[src/rtl/pattern_sequencer.sv]
// rtl/pattern_sequencer.sv - time-shares one LED strand driver among several pattern sources
// Optional feature macro: PATTERN_SEQ_TIMEOUT_EN (answer black after TIMEOUT_CYCLES of WAIT)
module pattern_sequencer #(
   parameter int NUM_LEDS           = 20,
   parameter int NUM_PATTERNS       = 4,
   parameter int FRAMES_PER_PATTERN = 100,
   parameter int COLOR_WIDTH        = 8,
   parameter int TIMEOUT_CYCLES     = 64,
   localparam int LED_W             = $clog2(NUM_LEDS),
   localparam int PAT_W             = $clog2(NUM_PATTERNS)
) (
   input  logic                                clk_in,
   input  logic                                rst_in,
   input  logic [LED_W-1:0]                    next_led_request,
   input  logic                                request_valid,
   input  logic                                skip_in,
   output logic [LED_W-1:0]                    pat_request_out,
   output logic [NUM_PATTERNS-1:0]             pat_request_valid_out,
   input  logic [NUM_PATTERNS*COLOR_WIDTH-1:0] pat_green_in,
   input  logic [NUM_PATTERNS*COLOR_WIDTH-1:0] pat_red_in,
   input  logic [NUM_PATTERNS*COLOR_WIDTH-1:0] pat_blue_in,
   input  logic [NUM_PATTERNS-1:0]             pat_color_ready_in,
   output logic [COLOR_WIDTH-1:0]              green_out,
   output logic [COLOR_WIDTH-1:0]              red_out,
   output logic [COLOR_WIDTH-1:0]              blue_out,
   output logic                                color_ready,
   output logic [PAT_W-1:0]                    active_pattern_out,
   output logic                                frame_done_out,
   output logic                                overrun_out
);

   localparam int FC_W = (FRAMES_PER_PATTERN > 1) ? $clog2(FRAMES_PER_PATTERN) : 1;

   typedef enum logic [1:0] {
      S_IDLE    = 2'd0,
      S_WAIT    = 2'd1,
      S_RESPOND = 2'd2
   } state_t;

   state_t            state;
   state_t            state_next;
   logic [LED_W-1:0]  cur_idx;
   logic [FC_W-1:0]   frame_cnt;
   logic              skip_pending;

   logic              in_range;
   logic              req_accept;
   logic              req_black;
   logic              take_color;
   logic              wait_timeout;
   logic              respond;
   logic              frame_end;
   logic              advance;
   logic              drop;

`ifdef PATTERN_SEQ_TIMEOUT_EN
   localparam int TO_W = (TIMEOUT_CYCLES > 1) ? $clog2(TIMEOUT_CYCLES) : 1;
   logic [TO_W-1:0]   to_cnt;
`endif

   assign in_range  = (32'(next_led_request) < NUM_LEDS);
   assign frame_end = respond && (cur_idx == LED_W'(NUM_LEDS - 1));
   assign advance   = frame_end &&
                      ((frame_cnt == FC_W'(FRAMES_PER_PATTERN - 1)) || skip_pending || skip_in);
   assign drop      = request_valid && (state != S_IDLE);

   // State register
   always_ff @(posedge clk_in or negedge rst_in) begin
      if (!rst_in) begin
         state <= S_IDLE;
      end else begin
         state <= state_next;
      end
   end

   // Next-state logic and per-cycle datapath controls
   always_comb begin
      state_next   = state;
      req_accept   = 1'b0;
      req_black    = 1'b0;
      take_color   = 1'b0;
      wait_timeout = 1'b0;
      respond      = 1'b0;
      case (state)
         S_IDLE: begin
            if (request_valid) begin
               if (in_range) begin
                  req_accept = 1'b1;
                  state_next = S_WAIT;
               end else begin
                  req_black  = 1'b1;
                  state_next = S_RESPOND;
               end
            end
         end
         S_WAIT: begin
            if (pat_color_ready_in[active_pattern_out]) begin
               take_color = 1'b1;
               state_next = S_RESPOND;
            end
`ifdef PATTERN_SEQ_TIMEOUT_EN
            else if (to_cnt == TO_W'(TIMEOUT_CYCLES - 1)) begin
               wait_timeout = 1'b1;
               state_next   = S_RESPOND;
            end
`endif
         end
         S_RESPOND: begin
            respond    = 1'b1;
            state_next = S_IDLE;
         end
         default: state_next = S_IDLE;
      endcase
   end

`ifdef PATTERN_SEQ_TIMEOUT_EN
   // Counts cycles spent waiting for the active pattern; restarts on every entry to WAIT
   always_ff @(posedge clk_in or negedge rst_in) begin
      if (!rst_in) begin
         to_cnt <= '0;
      end else if (state != S_WAIT) begin
         to_cnt <= '0;
      end else begin
         to_cnt <= to_cnt + 1'b1;
      end
   end
`endif

   // Request forwarding, color capture and response strobes
   always_ff @(posedge clk_in or negedge rst_in) begin
      if (!rst_in) begin
         pat_request_out       <= '0;
         pat_request_valid_out <= '0;
         cur_idx               <= '0;
         green_out             <= '0;
         red_out               <= '0;
         blue_out              <= '0;
         color_ready           <= 1'b0;
         frame_done_out        <= 1'b0;
         overrun_out           <= 1'b0;
      end else begin
         pat_request_valid_out <= '0;
         color_ready           <= 1'b0;
         frame_done_out        <= 1'b0;
         if (req_accept) begin
            pat_request_out       <= next_led_request;
            pat_request_valid_out <= NUM_PATTERNS'(1) << active_pattern_out;
            cur_idx               <= next_led_request;
         end
         if (req_black) begin
            cur_idx   <= next_led_request;
            green_out <= '0;
            red_out   <= '0;
            blue_out  <= '0;
         end
         if (take_color) begin
            green_out <= pat_green_in[active_pattern_out*COLOR_WIDTH +: COLOR_WIDTH];
            red_out   <= pat_red_in[active_pattern_out*COLOR_WIDTH +: COLOR_WIDTH];
            blue_out  <= pat_blue_in[active_pattern_out*COLOR_WIDTH +: COLOR_WIDTH];
         end
         if (wait_timeout) begin
            green_out <= '0;
            red_out   <= '0;
            blue_out  <= '0;
         end
         if (respond) begin
            color_ready    <= 1'b1;
            frame_done_out <= frame_end;
         end
         if (drop) begin
            overrun_out <= 1'b1;
         end
      end
   end

   // Pattern rotation: frames counted per pattern, skips deferred to the frame end
   always_ff @(posedge clk_in or negedge rst_in) begin
      if (!rst_in) begin
         active_pattern_out <= '0;
         frame_cnt          <= '0;
         skip_pending       <= 1'b0;
      end else begin
         if (skip_in) begin
            skip_pending <= 1'b1;
         end
         if (frame_end) begin
            if (advance) begin
               active_pattern_out <= (active_pattern_out == PAT_W'(NUM_PATTERNS - 1)) ?
                                     '0 : active_pattern_out + 1'b1;
               frame_cnt          <= '0;
               skip_pending       <= 1'b0;
            end else begin
               frame_cnt <= frame_cnt + 1'b1;
            end
         end
      end
   end

endmodule

[config.mk]
export PLATFORM = sky130hd
export DESIGN_NAME = pattern_sequencer
export DESIGN_NICKNAME = d
export VERILOG_FILES = /design/src/rtl/pattern_sequencer.sv
export SDC_FILE = /design/constraint.sdc
export NUM_CORES = 1
export LEC_CHECK = 0
export ABC_AREA = 1
export BUFFER_PORTS_ARGS = -buffer_cell sky130_fd_sc_hd__buf_2
export CORE_ASPECT_RATIO = 0.7
export CORE_UTILIZATION = 43
export CTS_CLUSTER_SIZE = 16
export DETAILED_ROUTE_END_ITERATION = 10
export PLACE_DENSITY = 0.86
export SLEW_MARGIN = 20
export SYNTH_ARGS = -nofsm -noshare
export SYNTH_HDL_FRONTEND = slang
export SYNTH_SLANG_ARGS = --single-unit
[constraint.sdc]
create_clock -name clk_in -period 1.3 [get_ports clk_in]
set_input_delay 0.13 -clock clk_in [delete_from_list [all_inputs] [get_ports clk_in]]
set_output_delay 0.13 -clock clk_in [all_outputs]
set_load 0.03 [all_outputs]
======== Yosys cells after proc, flatten, opt, wreduce, memory -nomap -nowiden ========
Cells that the tools add are included.
operators by class
  equality and inequality tests ........... 7
  add/subtract/negate cells ............... 2
  reductions and logical operators ........ 11
  multiplexer cells ....................... 29
  shifts and indexed selects .............. 4
  magnitude comparators ................... 2
operators with widths
  cell                                                        count
  variable part select 32 x 6 -> 8 bit                        3
  two-way mux 8 bit                                           4
  two-way mux 1 bit                                           15
  two-way mux 5 bit                                           2
  two-way mux 2 bit                                           4
  adder 7 x 1 -> 7 bit, second input constant                 1
  equality test 7 bit, second input constant                  1
  two-way mux 7 bit                                           1
  nonzero test 2 bit                                          3
  equality test 5 bit, second input constant                  1
  less-than comparator 5 bit, second input constant           1
  equality test 2 bit, second input constant                  2
  two-way mux 4 bit                                           1
  inequality test 2 bit, second input constant                2
  one-hot mux 2 bit (2 select lines)                          1
  AND reduction 2 bit                                         2
  << shifter 1 x 2 -> 4 bit, first input constant             1
  logical AND 1 bit                                           3
  less-than comparator 2 x 3 -> 1 bit, second input constant  1
  adder 2 x 1 -> 2 bit, second input constant                 1
  binary-select mux 1 bit (select 2 bit)                      1
  equality test 2 x 1 -> 1 bit, second input constant         1
  zero test 2 bit                                             1
  logical OR 1 bit                                            2
word-level totals
  register bits ........................... 53
  output and inout bits ................... 38

======== Depth between registers and ports, before layout ========
  depth after elaboration ................. 6
  mapped depth ............................ 9
  depth with buffers taken out ............ 8

======== Worst setup path before layout ========
No wires, ideal clock.
  kind .................................... flip-flop to flip-flop
  start ................................... register active_pattern_out[0]
  end ..................................... register active_pattern_out[1]
  cell stages (with the launch flop) ...... 8
  setup slack ............................. -0.321 ns
  arrival time ............................ 1.504 ns
  library setup time ...................... 0.117 ns
  cells stage by stage .................... dfrtp_1 -> buf_4 -> inv_2 -> buf_2 -> buf_2 -> ha_1 -> nand3_1 -> nand2_1
between the ends
  longest elaborated chain between the ends .. 2
  elaborated cells on any way between the ends .. 3
  those cells by class .................... 1 x add/sub; 1 x eq/ne; 1 x mux
ends and longest elaborated chain
  item                                                         RTL line  text
  start, declared                                              27        output logic [PAT_W-1:0] active_pattern_out,
  start signal, assigned                                       188       active_pattern_out <= (active_pattern_out == PAT_W'(NUM_PATTERNS - 1)) ?
  adder 2 x 1 -> 2 bit or equality test 2 bit (tied branches)  189, 188
  two-way mux 2 bit *                                          188
Every way passes the cells marked *; elsewhere a longest branch is shown, timed or not.
A chain may end at the register's enable or synchronous reset.

======== Worst setup path in the final report ========
  start ................................... register active_pattern_out[0]
  end ..................................... output active_pattern_out[0]
No word-level cell between the ends.

==> metrics.json <==
{
  "grt_pass1_wl": {"value": 15.56, "unit": "mm"},
  "drt_wl_total": {"value": 10.33, "unit": "mm"},
  "gr-usage-all-layers": {"value": 25.50, "unit": "%"},
  "share_of_async_settable_or_async_resettable_flops_after_synthesis": {"value": 100.0, "unit": "%"},
  "worstSetupPathType": {"value": "flop to primary output"},
  "worst_skew_pair.late_latency": {"value": 310, "unit": "ps"},
  "synth.cell_area": {"value": 3177, "unit": "um^2"},
  "crit_end": {"value": "active_pattern_out[0]"},
  "drt_iter0_markers": {"value": 325},
  "violations": {"value": "negative setup slack"},
  "detailed_place_hpwl": {"value": 7.144, "unit": "mm"},
  "post_synth_edffs": {"value": 0},
  "ys_ff_latch": {"value": 53},
  "start_util": {"value": 45.75, "unit": "%"},
  "cp_data_arrival_time": {"value": 1210, "unit": "ps"},
  "drcViolationCount": {"value": 0},
  "layout_common_cells": {"value": "sky130_fd_sc_hd__buf_2, sky130_fd_sc_hd__nor2_1, sky130_fd_sc_hd__nand2_1"},
  "worst_ir_drop_vdd": {"value": 1.071, "unit": "mV"},
  "worst_setup_path_end_kind": {"value": "primary output"},
  "cts-root-to-sink-buffers": {"value": 2},
  "static-leakage-power": {"value": 2.528, "unit": "nW"},
  "destination_of_the_worst_register_to_register_timing_path": {"value": "blue_out[0]$_DFFE_PN0P_"},
  "die_width": {"value": 104.7, "unit": "um"},
  "post_synth_main_area_contributors": {"value": "sky130_fd_sc_hd__dfrtp_1, sky130_fd_sc_hd__nor2_1, sky130_fd_sc_hd__nand2_1, sky130_fd_sc_hd__nand3_1, sky130_fd_sc_hd__o21ai_0"},
  "postSynthCellCount": {"value": 454},
  "cts_htree_levels": {"value": 2},
  "final-hold-violation-count": {"value": 0},
  "final_common_cell": {"value": "sky130_fd_sc_hd__buf_2"},
  "routabilityCongestion": {"value": 0.8619},
  "run_status": {"value": "finished with violations"},
  "design_area": {"value": 4705, "unit": "um^2"},
  "post-synth-top-area-cell": {"value": "sky130_fd_sc_hd__dfrtp_1"},
  "cpPeakStageDelay": {"value": 490, "unit": "ps"},
  "syn_avg_cell_area": {"value": 6.997, "unit": "um^2"},
  "io_buffer_count": {"value": 146},
  "worst_slack": {"value": -36.05, "unit": "ps"},
  "cts_tree": {"value": "built"},
  "final_min_period_over_clock_period": {"value": 102.8, "unit": "%"},
  "final_period_minus_worst_setup_slack": {"value": 1336, "unit": "ps"},
  "slew-limit-headroom": {"value": 62.82, "unit": "%"},
  "finalSetupTns": {"value": -170.7, "unit": "ps"},
  "path_buf_inv": {"value": 2},
  "worst-endpoint-required": {"value": 1170, "unit": "ps"},
  "hp-class": {"value": "input pin to flop"},
  "clock_pin_slew_of_the_registers_on_the_worst_case_setup_and_hold_paths": {"value": 100, "unit": "ps"},
  "setup.worst_path.start": {"value": "active_pattern_out[0]$_DFFE_PN0P_"},
  "dr.pass1.iters": {"value": 5},
  "synth_fp_nets": {"value": 568},
  "fp.dieH": {"value": 73.92, "unit": "um"},
  "fmax": {"value": 0.7485, "unit": "GHz"},
  "via_per_inst": {"value": 5.269},
  "cp_max_fanout": {"value": 21},
  "rsz_0062_raised_after_global_routing": {"value": "true"},
  "placedCellCount": {"value": 691},
  "pin_count": {"value": 147},
  "numClockSinks": {"value": 53},
  "vias_in_the_first_global_route": {"value": 3397},
  "core.rowCount": {"value": 25},
  "drt-wirelength-per-cell": {"value": 14.45, "unit": "um"},
  "finalMaxSlewViolations": {"value": 0},
  "ff2ff_setup_slack": {"value": -30, "unit": "ps"},
  "timing_worst_slew_pin_value": {"value": 557.7, "unit": "ps"},
  "grt-ovfl-total": {"value": 0},
  "finalSetupViolCount": {"value": 8},
  "synth-seq-area-share": {"value": 41.75, "unit": "%"},
  "whs": {"value": 63.73, "unit": "ps"},
  "final_core_utilization": {"value": 67.75, "unit": "%"},
  "crit_path_cell_chain": {"value": "buf_6 > buf_4"},
  "layoutNonFillerInstCount": {"value": 715},
  "crit_path_start_kind": {"value": "flop"},
  "final_net_count": {"value": 734},
  "area_fraction_of_the_dominant_cell_type_after_synthesis": {"value": 41.75, "unit": "%"},
  "cp_slowest_cell": {"value": "sky130_fd_sc_hd__dfrtp_2"},
  "fin_skew": {"value": 6.619, "unit": "ps"},
  "dieArea": {"value": 7741, "unit": "um^2"},
  "layout-drive-gt1-share": {"value": 40.74, "unit": "%"},
  "power_per_cell_area": {"value": 2085, "unit": "nW/um^2"},
  "worst_r2r_path_depth": {"value": 7},
  "antennaDiodeCount": {"value": 0},
  "placedInstanceArea": {"value": 4192, "unit": "um^2"},
  "cts_made_buffers": {"value": 5},
  "core_area": {"value": 6944, "unit": "um^2"},
  "yosysWarnings": {"value": 0},
  "rr_startpoint": {"value": "active_pattern_out[0]$_DFFE_PN0P_"},
  "cap_viol_max_count": {"value": 0},
  "critical_path_depth": {"value": 2},
  "grt_start_max_net_pins": {"value": 30},
  "num_vias": {"value": 3767},
  "dominantRegCellSynth": {"value": "sky130_fd_sc_hd__dfrtp_1"},
  "ant_nets": {"value": 0},
  "layout.filler_cells": {"value": 560},
  "netlist-cell-type-count": {"value": 27},
  "timing.critical_path.max_delay_family": {"value": "flip-flops"},
  "cts.root.buffer_cell": {"value": "sky130_fd_sc_hd__clkbuf_8"},
  "antenna_found_initial": {"value": 0},
  "areaGrowthSynthToFinish": {"value": 48.09, "unit": "%"}
}
## state kept, by name, summed over array words and instances (netlist names), 2 cells and up
| name | count |
|---|---|
| blue_out | 8 |
| green_out | 8 |
| red_out | 8 |
| frame_cnt | 7 |
| cur_idx | 5 |
| pat_request_out | 5 |
| pat_request_valid_out | 4 |
| active_pattern_out | 2 |
| state | 2 |
## per-stage QoR
step | total power [mW] | setup WS, ps
finish | 9.811 | -36.05
global route | 10.47 | -139.2
CTS | 8.956 | -23.45
detailed placement | 7.753 | -29.17
global placement | 7.560 | 9.517
floorplan | 6.227 | -104.1
## layout make-up
cell class	instances	area (um^2)	share of cell area [%]
inverter	29	121.4	2.580
tap	94	117.6	2.500
timing repair buffer	185	1236	26.28
sequential	53	1330	28.27
multi-input combinational	346	1809	38.46
clock inverter	3	21.27	0.4521
clock buffer	5	68.82	1.463
## worst min path at each step
stage / to / cells after the start / startpoint
floorplan: active_pattern_out[0]$_DFFE_PN0P_ / 0 / rst_in
global placement: blue_out[7]$_DFFE_PN0P_ / 1 / rst_in
detailed placement: green_out[7]$_DFFE_PN0P_ / 1 / rst_in
CTS: pat_request_out[0]$_DFFE_PN0P_ / 3 / next_led_request[0]
global route: pat_request_out[0]$_DFFE_PN0P_ / 3 / next_led_request[0]
finish: pat_request_out[0]$_DFFE_PN0P_ / 3 / next_led_request[0]
## layer usage
layer	vias to the layer above	global-route usage, %	routed length (um)
met5	-	0	0
met4	0	9.390	228
met3	24	5.324	951
met2	208	43.05	4900
met1	1743	33.02	4249
li1	1792	-	-
## timing repair
item                                    in CTS  in global routing
endpoints found under the hold margin       20                  0
endpoints found under the setup margin      36                 40
setup buffers                                3                  6
pin swaps                                    5                 12
resized for setup                           19                 51
hold buffers                                 1                  0
cloned                                       2                  4
## kinds of logic after synthesis
kind of cell,count (synthesis),synth area share [%]
adders and majority gates,5,1.969
AOI/OAI and AO/OA,66,11.38
buffers and inverters,57,8.586
DFF,53,41.75
and+or+nand+nor,273,36.31
## worst reg2reg max path: stages (launching register included)
cell and delay, ps:
sky130_fd_sc_hd__dfrtp_2 500, sky130_fd_sc_hd__inv_8 150, sky130_fd_sc_hd__nand2_2 80, sky130_fd_sc_hd__nand3_4 80, sky130_fd_sc_hd__nand3_4 90, sky130_fd_sc_hd__buf_12 160, sky130_fd_sc_hd__nand3_1 90, sky130_fd_sc_hd__nand2_1 80
## where the power goes
| group | internal (mW) | switching [mW] | leakage, nW |
|---|---|---|---|
| logic | 2.38 | 3.70 | 1.83 |
| clock network | 0.384 | 0.590 | 0.0445 |
| registers | 2.26 | 0.500 | 0.656 |
## synth_stat cells (3+ instances only)
library cell,instances
sky130_fd_sc_hd__o21ai_2,4
sky130_fd_sc_hd__nand3_1,63
sky130_fd_sc_hd__buf_6,4
sky130_fd_sc_hd__inv_1,27
sky130_fd_sc_hd__nor2_1,109
sky130_fd_sc_hd__buf_4,3
sky130_fd_sc_hd__nor2_2,4
sky130_fd_sc_hd__o21ai_0,58
sky130_fd_sc_hd__ha_1,5
sky130_fd_sc_hd__nand2_1,88
sky130_fd_sc_hd__clkbuf_1,7
sky130_fd_sc_hd__buf_2,12
sky130_fd_sc_hd__dfrtp_1,53
Note: power is estimated with default switching activity, not from simulation.
